## config.mk

```make
export PLATFORM = sky130hd
export DESIGN_NAME = id_ex_stage_flat
export DESIGN_NICKNAME = d
export VERILOG_FILES = /design/src/rtl/id_ex_stage_if.sv /design/src/rtl/id_ex_stage.sv /design/src/flat_wrapper.sv
export SDC_FILE = /design/constraint.sdc
export NUM_CORES = 1
export LEC_CHECK = 0
export ABC_CLOCK_PERIOD_IN_PS = 11800
export BUFFER_PORTS_ARGS = -buffer_cell sky130_fd_sc_hd__clkbuf_2
export CAP_MARGIN = 15
export CORE_AREA = 2 2 149 151
export CTS_CLUSTER_DIAMETER = 100
export DETAILED_ROUTE_END_ITERATION = 8
export DIE_AREA = 0 0 151 153
export GPL_TIMING_DRIVEN = 1
export PLACE_DENSITY = 0.67
export SYNTH_ARGS = -nofsm -noshare
export SYNTH_HDL_FRONTEND = slang
export SYNTH_SLANG_ARGS = --single-unit
export TNS_END_PERCENT = 100
```

## constraint.sdc

```tcl
create_clock -name clk -period 11.8 [get_ports clk]
set_input_delay 1.77 -clock clk [delete_from_list [all_inputs] [get_ports clk]]
set_output_delay 1.77 -clock clk [all_outputs]
set_load 0.005 [all_outputs]
```

## src/rtl/id_ex_stage_if.sv

```systemverilog
// ID/EX stage bus: decode-side fields, WB bypass inputs, pipeline control
// and the registered EX-stage fields with hazard counters.
interface id_ex_stage_if #(
    parameter int DATA_W = 32,
    parameter int CNT_W  = 16
);
    logic              valid_ID;
    logic [DATA_W-1:0] pc_ID;
    logic [4:0]        rs_ID;
    logic [4:0]        rt_ID;
    logic [4:0]        rd_ID;
    logic              usesRs_ID;
    logic              usesRt_ID;
    logic [DATA_W-1:0] imm_ID;
    logic [DATA_W-1:0] readData1_ID;
    logic [DATA_W-1:0] readData2_ID;
    logic [1:0]        ctrlALUSrc1_ID;
    logic [1:0]        ctrlALUSrc2_ID;
    logic [3:0]        ctrlALUOp_ID;
    logic              ctrlRegWrite_ID;
    logic              ctrlMemRead_ID;
    logic              ctrlMemWrite_ID;
    logic              ctrlMemToReg_ID;
    logic              ctrlRegWrite_WB;
    logic [4:0]        rd_WB;
    logic [DATA_W-1:0] wbData_WB;
    logic              memStall;
    logic              flush;
    logic              stall_IF_ID;
    logic              valid_ID_EX;
    logic [DATA_W-1:0] pc_ID_EX;
    logic [4:0]        rs_ID_EX;
    logic [4:0]        rt_ID_EX;
    logic [4:0]        rd_ID_EX;
    logic [DATA_W-1:0] imm_ID_EX;
    logic [DATA_W-1:0] readData1_ID_EX;
    logic [DATA_W-1:0] readData2_ID_EX;
    logic [1:0]        ctrlALUSrc1_ID_EX;
    logic [1:0]        ctrlALUSrc2_ID_EX;
    logic [3:0]        ctrlALUOp_ID_EX;
    logic              ctrlRegWrite_ID_EX;
    logic              ctrlMemRead_ID_EX;
    logic              ctrlMemWrite_ID_EX;
    logic              ctrlMemToReg_ID_EX;
    logic [CNT_W-1:0]  loadUseCount;
    logic [CNT_W-1:0]  flushCount;

    modport slave (
        input  valid_ID, pc_ID, rs_ID, rt_ID, rd_ID, usesRs_ID, usesRt_ID, imm_ID,
               readData1_ID, readData2_ID, ctrlALUSrc1_ID, ctrlALUSrc2_ID, ctrlALUOp_ID,
               ctrlRegWrite_ID, ctrlMemRead_ID, ctrlMemWrite_ID, ctrlMemToReg_ID,
               ctrlRegWrite_WB, rd_WB, wbData_WB, memStall, flush,
        output stall_IF_ID, valid_ID_EX, pc_ID_EX, rs_ID_EX, rt_ID_EX, rd_ID_EX, imm_ID_EX,
               readData1_ID_EX, readData2_ID_EX, ctrlALUSrc1_ID_EX, ctrlALUSrc2_ID_EX,
               ctrlALUOp_ID_EX, ctrlRegWrite_ID_EX, ctrlMemRead_ID_EX, ctrlMemWrite_ID_EX,
               ctrlMemToReg_ID_EX, loadUseCount, flushCount
    );

    modport master (
        output valid_ID, pc_ID, rs_ID, rt_ID, rd_ID, usesRs_ID, usesRt_ID, imm_ID,
               readData1_ID, readData2_ID, ctrlALUSrc1_ID, ctrlALUSrc2_ID, ctrlALUOp_ID,
               ctrlRegWrite_ID, ctrlMemRead_ID, ctrlMemWrite_ID, ctrlMemToReg_ID,
               ctrlRegWrite_WB, rd_WB, wbData_WB, memStall, flush,
        input  stall_IF_ID, valid_ID_EX, pc_ID_EX, rs_ID_EX, rt_ID_EX, rd_ID_EX, imm_ID_EX,
               readData1_ID_EX, readData2_ID_EX, ctrlALUSrc1_ID_EX, ctrlALUSrc2_ID_EX,
               ctrlALUOp_ID_EX, ctrlRegWrite_ID_EX, ctrlMemRead_ID_EX, ctrlMemWrite_ID_EX,
               ctrlMemToReg_ID_EX, loadUseCount, flushCount
    );
endinterface

```

## src/rtl/id_ex_stage.sv

```systemverilog
// ID/EX pipeline register with load-use detection, bubble insertion,
// branch flush, write-back read bypass and saturating hazard counters.
module id_ex_stage #(
    parameter int DATA_W = 32,
    parameter int CNT_W  = 16
) (
    input  logic          clk,
    input  logic          rst,
    id_ex_stage_if.slave  bus
);

    typedef struct packed {
        logic              valid;
        logic [DATA_W-1:0] pc;
        logic [4:0]        rs;
        logic [4:0]        rt;
        logic [4:0]        rd;
        logic [DATA_W-1:0] imm;
        logic [DATA_W-1:0] rdata1;
        logic [DATA_W-1:0] rdata2;
        logic [1:0]        alu_src1;
        logic [1:0]        alu_src2;
        logic [3:0]        alu_op;
        logic              reg_write;
        logic              mem_read;
        logic              mem_write;
        logic              mem_to_reg;
    } ex_fields_t;

    ex_fields_t       ex_q, ex_d;
    logic [CNT_W-1:0] load_use_cnt_q, load_use_cnt_d;
    logic [CNT_W-1:0] flush_cnt_q, flush_cnt_d;
    logic             load_use;
    logic             bypass1;
    logic             bypass2;

    // Counters stick at all-ones so a long run never reads back as small.
    function automatic logic [CNT_W-1:0] sat_inc(input logic [CNT_W-1:0] c);
        return (&c) ? c : c + 1'b1;
    endfunction

    // Hazard detection, WB bypass selects and the fetch stall request.
    always_comb begin
        load_use = ex_q.mem_read & ex_q.reg_write & (ex_q.rd != 5'd0) & bus.valid_ID &
                   ((bus.usesRs_ID & (bus.rs_ID == ex_q.rd)) |
                    (bus.usesRt_ID & (bus.rt_ID == ex_q.rd)));
        bypass1  = bus.ctrlRegWrite_WB & (bus.rd_WB != 5'd0) & (bus.rd_WB == bus.rs_ID);
        bypass2  = bus.ctrlRegWrite_WB & (bus.rd_WB != 5'd0) & (bus.rd_WB == bus.rt_ID);
        // A flush overrides the load-use hold so fetch can redirect.
        bus.stall_IF_ID = ~rst & (bus.memStall | (load_use & ~bus.flush));
    end

    // Next-state selection: freeze > flush > load-use bubble > decode load.
    always_comb begin
        ex_d           = ex_q;
        load_use_cnt_d = load_use_cnt_q;
        flush_cnt_d    = flush_cnt_q;
        if (bus.memStall) begin
            ex_d = ex_q;
        end else if (bus.flush) begin
            ex_d = '0;
            if (bus.valid_ID) begin
                flush_cnt_d = sat_inc(flush_cnt_q);
            end
        end else if (load_use) begin
            ex_d           = '0;
            load_use_cnt_d = sat_inc(load_use_cnt_q);
        end else if (!bus.valid_ID) begin
            ex_d = '0;
        end else begin
            ex_d.valid      = 1'b1;
            ex_d.pc         = bus.pc_ID;
            ex_d.rs         = bus.rs_ID;
            ex_d.rt         = bus.rt_ID;
            ex_d.rd         = bus.rd_ID;
            ex_d.imm        = bus.imm_ID;
            ex_d.rdata1     = bypass1 ? bus.wbData_WB : bus.readData1_ID;
            ex_d.rdata2     = bypass2 ? bus.wbData_WB : bus.readData2_ID;
            ex_d.alu_src1   = bus.ctrlALUSrc1_ID;
            ex_d.alu_src2   = bus.ctrlALUSrc2_ID;
            ex_d.alu_op     = bus.ctrlALUOp_ID;
            // Writes to $0 are dropped here so EX forwarding never matches $0.
            ex_d.reg_write  = bus.ctrlRegWrite_ID & (bus.rd_ID != 5'd0);
            ex_d.mem_read   = bus.ctrlMemRead_ID;
            ex_d.mem_write  = bus.ctrlMemWrite_ID;
            ex_d.mem_to_reg = bus.ctrlMemToReg_ID;
        end
    end

    // Pipeline register and counters; reset clears everything immediately.
    always_ff @(posedge clk or posedge rst) begin
        if (rst) begin
            ex_q           <= '0;
            load_use_cnt_q <= '0;
            flush_cnt_q    <= '0;
        end else begin
            ex_q           <= ex_d;
            load_use_cnt_q <= load_use_cnt_d;
            flush_cnt_q    <= flush_cnt_d;
        end
    end

    // Drive the registered EX-stage fields onto the bus.
    always_comb begin
        bus.valid_ID_EX        = ex_q.valid;
        bus.pc_ID_EX           = ex_q.pc;
        bus.rs_ID_EX           = ex_q.rs;
        bus.rt_ID_EX           = ex_q.rt;
        bus.rd_ID_EX           = ex_q.rd;
        bus.imm_ID_EX          = ex_q.imm;
        bus.readData1_ID_EX    = ex_q.rdata1;
        bus.readData2_ID_EX    = ex_q.rdata2;
        bus.ctrlALUSrc1_ID_EX  = ex_q.alu_src1;
        bus.ctrlALUSrc2_ID_EX  = ex_q.alu_src2;
        bus.ctrlALUOp_ID_EX    = ex_q.alu_op;
        bus.ctrlRegWrite_ID_EX = ex_q.reg_write;
        bus.ctrlMemRead_ID_EX  = ex_q.mem_read;
        bus.ctrlMemWrite_ID_EX = ex_q.mem_write;
        bus.ctrlMemToReg_ID_EX = ex_q.mem_to_reg;
        bus.loadUseCount       = load_use_cnt_q;
        bus.flushCount         = flush_cnt_q;
    end

endmodule
```

## src/flat_wrapper.sv

```systemverilog
// flat-port wrapper written by rule: the top's interface ports become plain ports
module id_ex_stage_flat 
#(
    parameter int DATA_W = 32,
    parameter int CNT_W  = 16
)
  (clk, rst, bus_valid_ID, bus_pc_ID, bus_rs_ID, bus_rt_ID, bus_rd_ID, bus_usesRs_ID, bus_usesRt_ID, bus_imm_ID, bus_readData1_ID, bus_readData2_ID, bus_ctrlALUSrc1_ID, bus_ctrlALUSrc2_ID, bus_ctrlALUOp_ID, bus_ctrlRegWrite_ID, bus_ctrlMemRead_ID, bus_ctrlMemWrite_ID, bus_ctrlMemToReg_ID, bus_ctrlRegWrite_WB, bus_rd_WB, bus_wbData_WB, bus_memStall, bus_flush, bus_stall_IF_ID, bus_valid_ID_EX, bus_pc_ID_EX, bus_rs_ID_EX, bus_rt_ID_EX, bus_rd_ID_EX, bus_imm_ID_EX, bus_readData1_ID_EX, bus_readData2_ID_EX, bus_ctrlALUSrc1_ID_EX, bus_ctrlALUSrc2_ID_EX, bus_ctrlALUOp_ID_EX, bus_ctrlRegWrite_ID_EX, bus_ctrlMemRead_ID_EX, bus_ctrlMemWrite_ID_EX, bus_ctrlMemToReg_ID_EX, bus_loadUseCount, bus_flushCount);
  id_ex_stage_if #(.DATA_W(DATA_W), .CNT_W(CNT_W)) bus_i ();
  input  logic clk;
  input  logic rst;
  input wire logic [$bits(bus_i.valid_ID)-1:0] bus_valid_ID;
  input wire logic [$bits(bus_i.pc_ID)-1:0] bus_pc_ID;
  input wire logic [$bits(bus_i.rs_ID)-1:0] bus_rs_ID;
  input wire logic [$bits(bus_i.rt_ID)-1:0] bus_rt_ID;
  input wire logic [$bits(bus_i.rd_ID)-1:0] bus_rd_ID;
  input wire logic [$bits(bus_i.usesRs_ID)-1:0] bus_usesRs_ID;
  input wire logic [$bits(bus_i.usesRt_ID)-1:0] bus_usesRt_ID;
  input wire logic [$bits(bus_i.imm_ID)-1:0] bus_imm_ID;
  input wire logic [$bits(bus_i.readData1_ID)-1:0] bus_readData1_ID;
  input wire logic [$bits(bus_i.readData2_ID)-1:0] bus_readData2_ID;
  input wire logic [$bits(bus_i.ctrlALUSrc1_ID)-1:0] bus_ctrlALUSrc1_ID;
  input wire logic [$bits(bus_i.ctrlALUSrc2_ID)-1:0] bus_ctrlALUSrc2_ID;
  input wire logic [$bits(bus_i.ctrlALUOp_ID)-1:0] bus_ctrlALUOp_ID;
  input wire logic [$bits(bus_i.ctrlRegWrite_ID)-1:0] bus_ctrlRegWrite_ID;
  input wire logic [$bits(bus_i.ctrlMemRead_ID)-1:0] bus_ctrlMemRead_ID;
  input wire logic [$bits(bus_i.ctrlMemWrite_ID)-1:0] bus_ctrlMemWrite_ID;
  input wire logic [$bits(bus_i.ctrlMemToReg_ID)-1:0] bus_ctrlMemToReg_ID;
  input wire logic [$bits(bus_i.ctrlRegWrite_WB)-1:0] bus_ctrlRegWrite_WB;
  input wire logic [$bits(bus_i.rd_WB)-1:0] bus_rd_WB;
  input wire logic [$bits(bus_i.wbData_WB)-1:0] bus_wbData_WB;
  input wire logic [$bits(bus_i.memStall)-1:0] bus_memStall;
  input wire logic [$bits(bus_i.flush)-1:0] bus_flush;
  output wire logic [$bits(bus_i.stall_IF_ID)-1:0] bus_stall_IF_ID;
  output wire logic [$bits(bus_i.valid_ID_EX)-1:0] bus_valid_ID_EX;
  output wire logic [$bits(bus_i.pc_ID_EX)-1:0] bus_pc_ID_EX;
  output wire logic [$bits(bus_i.rs_ID_EX)-1:0] bus_rs_ID_EX;
  output wire logic [$bits(bus_i.rt_ID_EX)-1:0] bus_rt_ID_EX;
  output wire logic [$bits(bus_i.rd_ID_EX)-1:0] bus_rd_ID_EX;
  output wire logic [$bits(bus_i.imm_ID_EX)-1:0] bus_imm_ID_EX;
  output wire logic [$bits(bus_i.readData1_ID_EX)-1:0] bus_readData1_ID_EX;
  output wire logic [$bits(bus_i.readData2_ID_EX)-1:0] bus_readData2_ID_EX;
  output wire logic [$bits(bus_i.ctrlALUSrc1_ID_EX)-1:0] bus_ctrlALUSrc1_ID_EX;
  output wire logic [$bits(bus_i.ctrlALUSrc2_ID_EX)-1:0] bus_ctrlALUSrc2_ID_EX;
  output wire logic [$bits(bus_i.ctrlALUOp_ID_EX)-1:0] bus_ctrlALUOp_ID_EX;
  output wire logic [$bits(bus_i.ctrlRegWrite_ID_EX)-1:0] bus_ctrlRegWrite_ID_EX;
  output wire logic [$bits(bus_i.ctrlMemRead_ID_EX)-1:0] bus_ctrlMemRead_ID_EX;
  output wire logic [$bits(bus_i.ctrlMemWrite_ID_EX)-1:0] bus_ctrlMemWrite_ID_EX;
  output wire logic [$bits(bus_i.ctrlMemToReg_ID_EX)-1:0] bus_ctrlMemToReg_ID_EX;
  output wire logic [$bits(bus_i.loadUseCount)-1:0] bus_loadUseCount;
  output wire logic [$bits(bus_i.flushCount)-1:0] bus_flushCount;
  assign bus_i.valid_ID = bus_valid_ID;
  assign bus_i.pc_ID = bus_pc_ID;
  assign bus_i.rs_ID = bus_rs_ID;
  assign bus_i.rt_ID = bus_rt_ID;
  assign bus_i.rd_ID = bus_rd_ID;
  assign bus_i.usesRs_ID = bus_usesRs_ID;
  assign bus_i.usesRt_ID = bus_usesRt_ID;
  assign bus_i.imm_ID = bus_imm_ID;
  assign bus_i.readData1_ID = bus_readData1_ID;
  assign bus_i.readData2_ID = bus_readData2_ID;
  assign bus_i.ctrlALUSrc1_ID = bus_ctrlALUSrc1_ID;
  assign bus_i.ctrlALUSrc2_ID = bus_ctrlALUSrc2_ID;
  assign bus_i.ctrlALUOp_ID = bus_ctrlALUOp_ID;
  assign bus_i.ctrlRegWrite_ID = bus_ctrlRegWrite_ID;
  assign bus_i.ctrlMemRead_ID = bus_ctrlMemRead_ID;
  assign bus_i.ctrlMemWrite_ID = bus_ctrlMemWrite_ID;
  assign bus_i.ctrlMemToReg_ID = bus_ctrlMemToReg_ID;
  assign bus_i.ctrlRegWrite_WB = bus_ctrlRegWrite_WB;
  assign bus_i.rd_WB = bus_rd_WB;
  assign bus_i.wbData_WB = bus_wbData_WB;
  assign bus_i.memStall = bus_memStall;
  assign bus_i.flush = bus_flush;
  assign bus_stall_IF_ID = bus_i.stall_IF_ID;
  assign bus_valid_ID_EX = bus_i.valid_ID_EX;
  assign bus_pc_ID_EX = bus_i.pc_ID_EX;
  assign bus_rs_ID_EX = bus_i.rs_ID_EX;
  assign bus_rt_ID_EX = bus_i.rt_ID_EX;
  assign bus_rd_ID_EX = bus_i.rd_ID_EX;
  assign bus_imm_ID_EX = bus_i.imm_ID_EX;
  assign bus_readData1_ID_EX = bus_i.readData1_ID_EX;
  assign bus_readData2_ID_EX = bus_i.readData2_ID_EX;
  assign bus_ctrlALUSrc1_ID_EX = bus_i.ctrlALUSrc1_ID_EX;
  assign bus_ctrlALUSrc2_ID_EX = bus_i.ctrlALUSrc2_ID_EX;
  assign bus_ctrlALUOp_ID_EX = bus_i.ctrlALUOp_ID_EX;
  assign bus_ctrlRegWrite_ID_EX = bus_i.ctrlRegWrite_ID_EX;
  assign bus_ctrlMemRead_ID_EX = bus_i.ctrlMemRead_ID_EX;
  assign bus_ctrlMemWrite_ID_EX = bus_i.ctrlMemWrite_ID_EX;
  assign bus_ctrlMemToReg_ID_EX = bus_i.ctrlMemToReg_ID_EX;
  assign bus_loadUseCount = bus_i.loadUseCount;
  assign bus_flushCount = bus_i.flushCount;
  id_ex_stage #(.DATA_W(DATA_W), .CNT_W(CNT_W)) u_core (.clk(clk), .rst(rst), .bus(bus_i));
endmodule
```

==> qor.csv <==
stage,metric,value,unit
outcome,run_status,"complete, no violations",
setup_path,path_delay_family,simple AND/OR/NAND/NOR gates,
sta,setup_viol,0,
yosys,synth.cell_area,0.00801,mm^2
hold_path,type_of_the_tightest_min_delay_check,reg -> reg,
floorplan,die_width,151,um
global_routing,grt_pass1_vias,6546,
global_routing,grt_antenna_before_repair,0,
sta,final.setup_skew,0.0173,ns
setup_path,crit_type,in -> out,
yosys,syn_inst,653,
cells_and_area,insertedDiodeCount,0,
floorplan,die_ar,0.0231,mm^2
yosys,synthDistinctLibCells,35,
clock_tree,holdBufCountCts,0,
route,detail-route-antenna-nets,0,
sta,slew_viol_final,0,
setup_path,critical_path.most_common_cell,sky130_fd_sc_hd__clkbuf_2,
hold_path,timing.hold.worst_endpoint,u_core.bus.valid_ID_EX$_DFFE_PP0N_,
floorplan,fp-row-count,54,
sta,fmax,0.211,GHz
setup_path,worstReg2RegStart,u_core.bus.rd_ID_EX[1]$_DFFE_PP0N_,
sta,slew_headroom,32.8,%
flow_run,max_cap_viol_count,0,
floorplan,ports,389,
floorplan,die_h,153,um
yosys,yosysMostFrequentCell,sky130_fd_sc_hd__dfrtp_1,
cells_and_area,post-route-util,49.4,%
setup_path,number_of_buffers_and_inverters_on_the_critical_path,2,
placement,gp_congestion,0.812,
sta,rsz0062_at_grt,no,
placement,detailedPlacementHpwl,16500,um
clock_tree,cts_inserted_buffers,17,
yosys,synth_area_leader_cell,sky130_fd_sc_hd__dfrtp_1,
clock_tree,tritoncts,done,
setup_path,end_kind,output port,
setup_path,critPathArrivalTime,2.97,ns
setup_path,reg2reg_to,u_core.bus.pc_ID_EX[19]$_DFFE_PP0N_,
yosys,yosys_warnings,0,
cells_and_area,drive_above_1_share,41.8,%
yosys,yosys_register_bits,188,
sta,final_min_period_over_clock_period,40.2,%
setup_path,start_kind,primary input,
setup_path,worst-path-stages,8,
yosys,syn-num-nets,855,
power_and_ir_drop,total_power,1450,uW
setup_path,worstPathMaxFanout,3,
cells_and_area,fin_cells,1314,
clock_tree,cts_max_path_buffers,2,
sta,max_slew.worst_pin.slew,1.01,ns
route,routed_wl,23100,um
yosys,main_combinational_cell_family_by_area_after_synthesis,compound AO/OA/AOI/OAI gates,
floorplan,core_area,0.0215,mm^2
clock_tree,cts_root_buffer,sky130_fd_sc_hd__clkbuf_16,
yosys,synth_top_cells_by_count,"188 x sky130_fd_sc_hd__dfrtp_1, 90 x sky130_fd_sc_hd__a22o_1, 76 x sky130_fd_sc_hd__nand2_1",
setup_path,cpPeakStageDelay,0.28,ns
yosys,synth_simple_gate_area_share,8.25,%
clock_tree,clkSlewWorstSetupHoldPaths,0.06,ns
setup_path,cpMaxStageDelayCell,sky130_fd_sc_hd__o22ai_1,
yosys,yosysSeqAreaShare,58.7,%
sta,fin_crit,4.74,ns
yosys,synthesis.area_per_instance,12.3,um^2
cells_and_area,nets,1223,
yosys,synth_async_sr_flop_share,100,%
global_routing,maximum_number_of_pins_on_one_net_before_global_route_repair,123,
route,post_drt_via_cell_ratio,4.93,
yosys,synth.top_cells.by_area,"sky130_fd_sc_hd__dfrtp_1 59%, sky130_fd_sc_hd__a22o_1 9.8%, sky130_fd_sc_hd__mux2i_1 8.0%, sky130_fd_sc_hd__xnor2_1 4.4%, sky130_fd_sc_hd__o21ai_1 4.1%",
setup_path,critical_path.cell_chain,clkbuf_2 -> xnor2_1 -> nand4_1 -> o22ai_1 -> nand2b_1 -> nor2_1 -> o21a_1 -> clkbuf_2,
global_routing,grt_overflow_total,0,
yosys,yosys.area_share.xor_xnor,5.36,%
hold_path,launch_point_of_the_worst_hold_path,u_core.bus.valid_ID_EX$_DFFE_PP0N_,
yosys,post_synthesis_compound_gate_area_fraction,14.7,%
placement,io_buffers,388,
route,avgRoutedWirePerCell,17.5,um
setup_path,required,10.03,ns
yosys,synthAdderAreaFrac,0.313,%
route,routed-via-count,6479,
power_and_ir_drop,power_density,137,mW/mm^2
route,drc,0,
clock_tree,cts_num_sinks,188,
floorplan,initial_utilization,37.3,%
global_routing,track_usage,19.9,%
global_routing,wire_length_of_the_first_global_routing_pass,35500,um
sta,finalHoldViolations,0,
route,detail_route.first_pass.iterations,4,
clock_tree,clock_tree.htree_level_count,4,
sta,worst_hold_slack,0.483,ns
route,detailed_route_iter0_violations,303,
sta,setup_total_negative_slack,0,ns
yosys,synth-edff-count,0,
placement,place_inst,1282,
power_and_ir_drop,leakagePower,0.00545,uW
yosys,synth_ff_type,sky130_fd_sc_hd__dfrtp_1,
setup_path,r2r_setup_slack,9.07,ns
clock_tree,clock_latency,0.43,ns
hold_path,timing.hold.worst_path_depth,2,
power_and_ir_drop,peakVddDrop,0.0000886,V
clock_tree,post_cts.repair.setup_buffers,0,
cells_and_area,synthToLayoutAreaGrowth,32.6,%
yosys,muxShareOfSynthArea,8.28,%
yosys,yosysTopAreaCellShare,58.8,%
clock_tree,postCtsResizedCells,0,
setup_path,reg2regPathDepth,5,
[state kept, by name, indices dropped and copies added, names as in the netlist, 2 cells and up]
name,cells
u_core.bus.ctrlALUOp_ID_EX,4
u_core.bus.ctrlALUSrc1_ID_EX,2
u_core.bus.ctrlALUSrc2_ID_EX,2
u_core.bus.flushCount,16
u_core.bus.imm_ID_EX,32
u_core.bus.loadUseCount,16
u_core.bus.pc_ID_EX,32
u_core.bus.rd_ID_EX,5
u_core.bus.readData1_ID_EX,32
u_core.bus.readData2_ID_EX,32
u_core.bus.rs_ID_EX,5
u_core.bus.rt_ID_EX,5
[worst max path at each step]
stage | startpoint | to
floorplan | rst | bus_stall_IF_ID
detailed placement | bus_rs_ID[0] | bus_stall_IF_ID
global route | bus_rs_ID[0] | bus_stall_IF_ID
finish | bus_rs_ID[0] | bus_stall_IF_ID
global placement | bus_rs_ID[0] | bus_stall_IF_ID
CTS | bus_rs_ID[0] | bus_stall_IF_ID
[cell type report]
| cell class | count | area [um^2] |
|---|---|---|
| Fill cell | 2017 | 10900 |
| Sequential cell | 188 | 4700 |
| Multi-Input combinational cell | 417 | 2980 |
| Timing Repair Buffer | 393 | 1980 |
| Clock buffer | 19 | 453 |
| Tap cell | 280 | 350 |
| Clock inverter | 13 | 119 |
| Inverter | 4 | 22.5 |
[power by group]
part           total (uW)  switching [uW]  leakage, uW  internal [uW]
combinational         179            92.2      0.00263           86.5
clock                 560             270     0.000283            291
sequential            713            31.2      0.00254            682
[cells in the final DEF, fill, tap and decap left out, drive strengths merged]
master    synthesis  routed
nor4              2       2
nand2b            1       1
a22o             90      90
and4              4       4
clkbuf           21     406
and3              9       9
mux2              2       2
xor2              9       9
nor3              2       2
o21ai            67      67
nand3b            1       1
or2               1       1
buf              23       6
o21a              1       1
clkinv            0       4
ha                2       2
nand4            12      12
nand2            76      76
o2111ai           1       1
nor2              6       6
or4               3       3
a311oi            1       1
a31oi             2       2
xnor2            40      40
inv               4      12
clkinvlp          0       1
mux2i            64      64
and4b             1       1
dfrtp           188     188
o22ai             1       1
nand3            17      17
nor2b             2       2
[cell families after synthesis]
group,after synthesis
AOI/OAI and AO/OA,163
buffers and inverters,48
DFF,188
adders and majority gates,2
xor gates and xnor gates,49
and+or+nand+nor,137
muxes,66
[metrics by stage]
stage / setup slack (ns) / instance area (um^2)
2_1_floorplan: 3.98 / 8010
3_3_place_gp: 7.09 / 10000
3_5_place_dp: 7.06 / 10000
4_1_cts: 7.05 / 10600
5_1_grt: 6.94 / 10600
6_report: 7.06 / 10600
[routing by layer]
layer,share of wire (%),global-route usage (%),vias up
met2,48,33.0,266
met3,8.3,6.36,32
met1,41,24.3,3088
met5,0,0,-
met4,2.3,6.90,0
li1,-,-,3093
[worst min-delay path: stages, from the launching register on]
cell and delay [ns]:
sky130_fd_sc_hd__dfrtp_1 0.34, sky130_fd_sc_hd__nand2_1 0.05, sky130_fd_sc_hd__nand2_1 0.05
(Power assumes the default switching activity.)
